**src/rtl/oven_pkg.sv**
```systemverilog
// Shared definitions for the oven UI input front end: button indices,
// default 50 MHz timing constants and the per-channel repeat FSM states.
package oven_pkg;

    // Button channel indices on the btn_* buses
    localparam int BTN_UP    = 0;
    localparam int BTN_DOWN  = 1;
    localparam int BTN_START = 2;
    localparam int BTN_TIME  = 3;

    // Defaults for the 50 MHz board clock
    localparam int N_BTN_DEFAULT           = 4;
    localparam int ACTIVE_LOW_DEFAULT      = 1;
    localparam int DEBOUNCE_CYCLES_DEFAULT = 1000000;   // 20 ms
    localparam int REPEAT_DELAY_DEFAULT    = 25000000;  // 500 ms
    localparam int REPEAT_RATE_DEFAULT     = 5000000;   // 100 ms

    // Auto-repeat state per button
    typedef enum logic [1:0] {
        RPT_IDLE   = 2'd0,
        RPT_DELAY  = 2'd1,
        RPT_REPEAT = 2'd2
    } rpt_state_t;

    // Larger of two integers, used to size the shared repeat timer
    function automatic int max_int(input int a, input int b);
        return (a > b) ? a : b;
    endfunction

endpackage

```
**src/rtl/btn_channel.sv**
```systemverilog
// One button channel: polarity normalisation, 2-FF synchroniser, debounce,
// press/release edge pulses and the auto-repeat FSM. All outputs registered.
module btn_channel
    import oven_pkg::*;
#(
    parameter int ACTIVE_LOW      = ACTIVE_LOW_DEFAULT,
    parameter int DEBOUNCE_CYCLES = DEBOUNCE_CYCLES_DEFAULT,
    parameter int REPEAT_DELAY    = REPEAT_DELAY_DEFAULT,
    parameter int REPEAT_RATE     = REPEAT_RATE_DEFAULT
) (
    input  logic clk,
    input  logic rst,
    input  logic raw,
    output logic level,
    output logic press_pulse,
    output logic release_pulse,
    output logic repeat_pulse
);

    localparam int   DB_W  = $clog2(DEBOUNCE_CYCLES + 1);
    localparam int   TMR_W = $clog2(max_int(REPEAT_DELAY, REPEAT_RATE) + 1);
    localparam logic POL   = (ACTIVE_LOW != 0);

    logic             sync1;
    logic             sync2;
    logic             deb;
    logic [DB_W-1:0]  db_cnt;
    logic [TMR_W-1:0] timer;
    rpt_state_t       state;

    // Normalise polarity (1 = pressed) and bring the pin into the clock domain
    always_ff @(posedge clk) begin
        if (rst) begin
            sync1 <= 1'b0;
            sync2 <= 1'b0;
        end else begin
            sync1 <= raw ^ POL;
            sync2 <= sync1;
        end
    end

    // Accept a new state only after DEBOUNCE_CYCLES consecutive differing samples;
    // deb runs one cycle ahead of level so level and its edge pulses appear together
    always_ff @(posedge clk) begin
        if (rst) begin
            deb    <= 1'b0;
            db_cnt <= '0;
        end else if (sync2 == deb) begin
            db_cnt <= '0;
        end else if (db_cnt == DB_W'(DEBOUNCE_CYCLES - 1)) begin
            deb    <= ~deb;
            db_cnt <= '0;
        end else begin
            db_cnt <= db_cnt + 1'b1;
        end
    end

    // Publish the debounced level with one-cycle press/release pulses
    always_ff @(posedge clk) begin
        if (rst) begin
            level         <= 1'b0;
            press_pulse   <= 1'b0;
            release_pulse <= 1'b0;
        end else begin
            level         <= deb;
            press_pulse   <= deb & ~level;
            release_pulse <= ~deb & level;
        end
    end

    // Auto-repeat: pulse on press, again after REPEAT_DELAY, then every REPEAT_RATE;
    // deb low means level drops this cycle, so the FSM drops out without a pulse
    always_ff @(posedge clk) begin
        if (rst) begin
            state        <= RPT_IDLE;
            timer        <= '0;
            repeat_pulse <= 1'b0;
        end else begin
            repeat_pulse <= 1'b0;
            if (!deb) begin
                state <= RPT_IDLE;
                timer <= '0;
            end else begin
                case (state)
                    RPT_IDLE: begin
                        if (!level) begin
                            repeat_pulse <= 1'b1;
                            timer        <= TMR_W'(REPEAT_DELAY);
                            state        <= RPT_DELAY;
                        end
                    end
                    RPT_DELAY, RPT_REPEAT: begin
                        if (timer == TMR_W'(1)) begin
                            repeat_pulse <= 1'b1;
                            timer        <= TMR_W'(REPEAT_RATE);
                            state        <= RPT_REPEAT;
                        end else begin
                            timer <= timer - 1'b1;
                        end
                    end
                    default: begin
                        state <= RPT_IDLE;
                        timer <= '0;
                    end
                endcase
            end
        end
    end

endmodule

```
**src/rtl/oven_button_conditioner.sv**
```systemverilog
// Input-side front end for the oven UI: one independent btn_channel per
// pushbutton/switch, so the control FSM sees each press exactly once.
module oven_button_conditioner
    import oven_pkg::*;
#(
    parameter int N_BTN           = N_BTN_DEFAULT,
    parameter int ACTIVE_LOW      = ACTIVE_LOW_DEFAULT,
    parameter int DEBOUNCE_CYCLES = DEBOUNCE_CYCLES_DEFAULT,
    parameter int REPEAT_DELAY    = REPEAT_DELAY_DEFAULT,
    parameter int REPEAT_RATE     = REPEAT_RATE_DEFAULT
) (
    input  logic             clk,
    input  logic             rst,
    input  logic [N_BTN-1:0] btn_raw,
    output logic [N_BTN-1:0] btn_level,
    output logic [N_BTN-1:0] btn_press,
    output logic [N_BTN-1:0] btn_release,
    output logic [N_BTN-1:0] btn_repeat
);

    // One conditioner per button; channels share nothing but clock and reset
    for (genvar i = 0; i < N_BTN; i++) begin : g_chan
        btn_channel #(
            .ACTIVE_LOW      (ACTIVE_LOW),
            .DEBOUNCE_CYCLES (DEBOUNCE_CYCLES),
            .REPEAT_DELAY    (REPEAT_DELAY),
            .REPEAT_RATE     (REPEAT_RATE)
        ) u_chan (
            .clk           (clk),
            .rst           (rst),
            .raw           (btn_raw[i]),
            .level         (btn_level[i]),
            .press_pulse   (btn_press[i]),
            .release_pulse (btn_release[i]),
            .repeat_pulse  (btn_repeat[i])
        );
    end

endmodule
```
**config.mk**
```make
export PLATFORM = sky130hd
export DESIGN_NAME = oven_button_conditioner
export DESIGN_NICKNAME = d
export VERILOG_FILES = /design/src/rtl/oven_pkg.sv /design/src/rtl/btn_channel.sv /design/src/rtl/oven_button_conditioner.sv
export SDC_FILE = /design/constraint.sdc
export NUM_CORES = 1
export LEC_CHECK = 0
export ABC_AREA = 1
export ABC_CLOCK_PERIOD_IN_PS = 4300
export BUFFER_PORTS_ARGS = -buffer_cell sky130_fd_sc_hd__buf_2
export CORE_MARGIN = 3
export CORE_UTILIZATION = 50
export DETAILED_ROUTE_END_ITERATION = 12
export PLACE_DENSITY = 0.75
export SYNTH_ARGS = -nofsm -noshare
export SYNTH_HDL_FRONTEND = slang
export SYNTH_SLANG_ARGS = --single-unit
```
**constraint.sdc**
```tcl
create_clock -name clk -period 4.3 [get_ports clk]
set_clock_uncertainty 0.05 [all_clocks]
set_input_delay 0.43 -clock clk [delete_from_list [all_inputs] [get_ports clk]]
set_output_delay 0.43 -clock clk [all_outputs]
set_load 0.02 [all_outputs]
```
==> flow_summary.ini <==
[outcome]
outcome = finished clean

[timing]
worst_slew_pin_slew_ps = 839
setup_viol = 0
rsz0062_at_grt = false
maxSlewViolCount = 0
fin_tns_setup_ps = 0
fin_crit_ps = 2320
fin_crit_sh_pct = 54.0
slew_headroom_pct = 43.9
fmax_mhz = 431
finalHoldViolations = 0

[logic_synthesis]
yosys_most_used_dff = dfxtp_1
syn_nets = 1736
synth_edf_count = 0
synth_cell_types = 51
async_reset_ff_share_pct = 0
synth_top_area_cell = dfxtp_1
yosysMostFrequentCell = nand2_1
syn_area_um2 = 11700
ys_seq_area_share_pct = 37.0
synth_common_cells = nand2_1, nor2_1, inv_1
postSynthCellCount = 1710
ys_seq_elements = 216
synth.area.top_cells = dfxtp_1, nand2_1, nor2_1
synth.yosys.warnings = 0
yosysTopAreaCellShare_pct = 37.0
syn_avg_cell_area_um2 = 6.83

[power]
irDropWorstVdd_mv = 0.319
combPwrFrac_pct = 0.5
switchingPower_uw = 851
p_clk_share_pct = 52.9
seqPwrFrac_pct = 46.6
intPower_uw = 3460
p_per_area_nw_per_um2 = 336
switching_share_pct = 19.8
leakagePower_uw = 0.00562

[setup_path]
r2r_setup_slack_ps = 1980
path_max_fanout = 19
critical_path_class = flop to flop
crit_path_start_kind = flop
cp_cell_sequence = inv_1 -> ha_1 -> nand2_2 -> inv_1 -> nor2_1 -> nand2_1 -> o21ai_0 -> a21oi_1 -> nor2_1
critPathRequiredTime_ps = 4630
cpMaxStageDelayCell = inv_1
cp-end-kind = flop
slowest_delay_ps = 520
cp.arrival_ps = 2650

[detailed_routing]
drt_drc_violations_left = 0
vias = 10549
ant_nets = 0
drt-pass1-iter-count = 6
routed_wl_mm = 25.4
viasPerCell = 5.15
wl_per_cell_um = 12.4
drtIter0Drc = 620

[place]
placed_cells = 2004
gpl.final_weighted_congestion = 0.917
hpwl_mm = 17.9
port_buffers = 21

[clock_tree]
clock_sinks = 216
h-tree-depth = 1
root_buffer = clkbuf_16
post_cts_buffers = 0
path_clk_slew_ps = 60
cts_buffers = 25
insertion_delay_ps = 510
cts_tree = built
cts_resized = 0
clk_path_buf_depth = 3

[floorplan]
dieArea_um2 = 25200
row_count = 55
initial_core_util_pct = 51.3
num_io_pins = 22
die_x_um = 159
core-area_um2 = 22800
die_h_um = 159

[final_layout]
drive_gt1_share_pct = 10.3
final_core_util_pct = 56.3
instances_no_fill = 2050
fin_nets = 1745
antenna_cells = 0
area_growth_pct = 9.80

[worst_hold_path]
hold_path_class = primary input to flop

[grt]
grt_max_degree = 21
grt_pass1_wl_mm = 44.5
grt_overflow_total = 0
antenna_found_initial = 0
grt.total_usage_pct = 20.0
grt_pass1_vias = 9829

[flow_run]
max_cap_violations = 0
## critical path, delay by kind of cell (launching register included)
family	cells	cell delay, ps
flip-flops	1	330
AND/OR/NAND/NOR	4	680
AO/OA/AOI/OAI	2	360
buffers and inverters	2	580
adder cells (fa/ha/maj)	1	200
## final cells by class
cell class                      count  area (um2)
Sequential cell                   216        4320
Timing Repair Buffer               22         115
Multi-Input combinational cell   1219        6220
Inverter                          235         882
Tap cell                          313         392
Clock inverter                     13         194
Clock buffer                       32         702
Fill cell                        2130        9950
## metrics by stage
stage | area [um2] | setup WS [ps] | total power [uW] | hold WS, ps
5_1_grt | 12800 | 1790 | 4440 | 22.4
3_5_place_dp | 11900 | 2040 | 2070 | 346
4_1_cts | 12800 | 2030 | 4360 | 7.51
2_1_floorplan | 11700 | 2690 | 2070 | 338
3_3_place_gp | 11900 | 2160 | 2070 | 341
6_report | 12800 | 1980 | 4310 | 34.3
## worst paths after layout
kind | from | endpoint | depth (start not counted)
worst max register to register | g_chan[0].u_chan.state[0] | g_chan[0].u_chan.timer[18] | 9
worst max-delay path | g_chan[0].u_chan.state[0] | g_chan[0].u_chan.timer[18] | 9
worst min register to register | g_chan[0].u_chan.sync1 | g_chan[0].u_chan.sync2 | 2
worst min-delay path | btn_raw[3] | g_chan[3].u_chan.sync1 | 2
## power by group through the flow
stage,sequential [uW],combinational [uW],clock (uW)
after floorplan,2050,15.0,0
after global placement,2050,18.8,0
after detailed placement,2050,19.0,0
after CTS,2010,20.2,2330
after global routing,2010,22.7,2410
final,2010,19.9,2280
## kinds of logic after synthesis
| group | share of synthesized area [%] |
|---|---|
| adder cells (fa/ha/maj) | 2.14 |
| XOR/XNOR | 4.12 |
| buffers and inverters | 9.75 |
| AO/OA/AOI/OAI | 9.79 |
| flip-flops | 37.0 |
| AND/OR/NAND/NOR | 37.2 |
## state kept, by name, indices dropped and copies added (netlist names)
register,count
g_chan.u_chan.state,8
g_chan.u_chan.deb,4
g_chan.u_chan.timer,100
g_chan.u_chan.sync1,4
g_chan.u_chan.level,4
g_chan.u_chan.release_pulse,4
g_chan.u_chan.repeat_pulse,4
g_chan.u_chan.db_cnt,80
g_chan.u_chan.press_pulse,4
g_chan.u_chan.sync2,4
## routing by layer
metal	vias to the layer above	part of all wire (%)	global-route usage, %
li1	5492	-	-
met4	0	1.8	5.13
met3	40	4.6	3.13
met2	239	46	34.2
met5	-	0	0
met1	4778	47	26.4
## placed cells by master (no fill, tap or decap), types with 5 or more instances in the layout
cell	netlist	layout
nand2_1	337	337
nor2_1	274	274
inv_1	226	226
dfxtp_1	216	216
a21oi_1	110	110
nand3_1	86	86
o21ai_0	64	64
nor3_1	57	57
nor2_2	43	43
nand4_1	42	42
xor2_1	39	39
clkbuf_16	0	25
buf_2	11	21
ha_1	20	20
xnor2_1	16	16
nand2_2	15	15
nor2_4	12	12
nor4_1	12	12
a31oi_1	11	11
and3_1	9	9
nor3b_1	8	8
inv_2	7	7
nand3_2	7	7
nor3_2	7	7
clkinv_2	0	7
a21oi_2	5	5
clkbuf_8	0	5
bufinv_16	0	5
## repair_timing
action | in CTS | in global routing
hold buffers | 1 | 0
hold endpoints to repair | 1 | 0
setup endpoints to repair | 0 | 0
(Power assumes the default switching activity.)
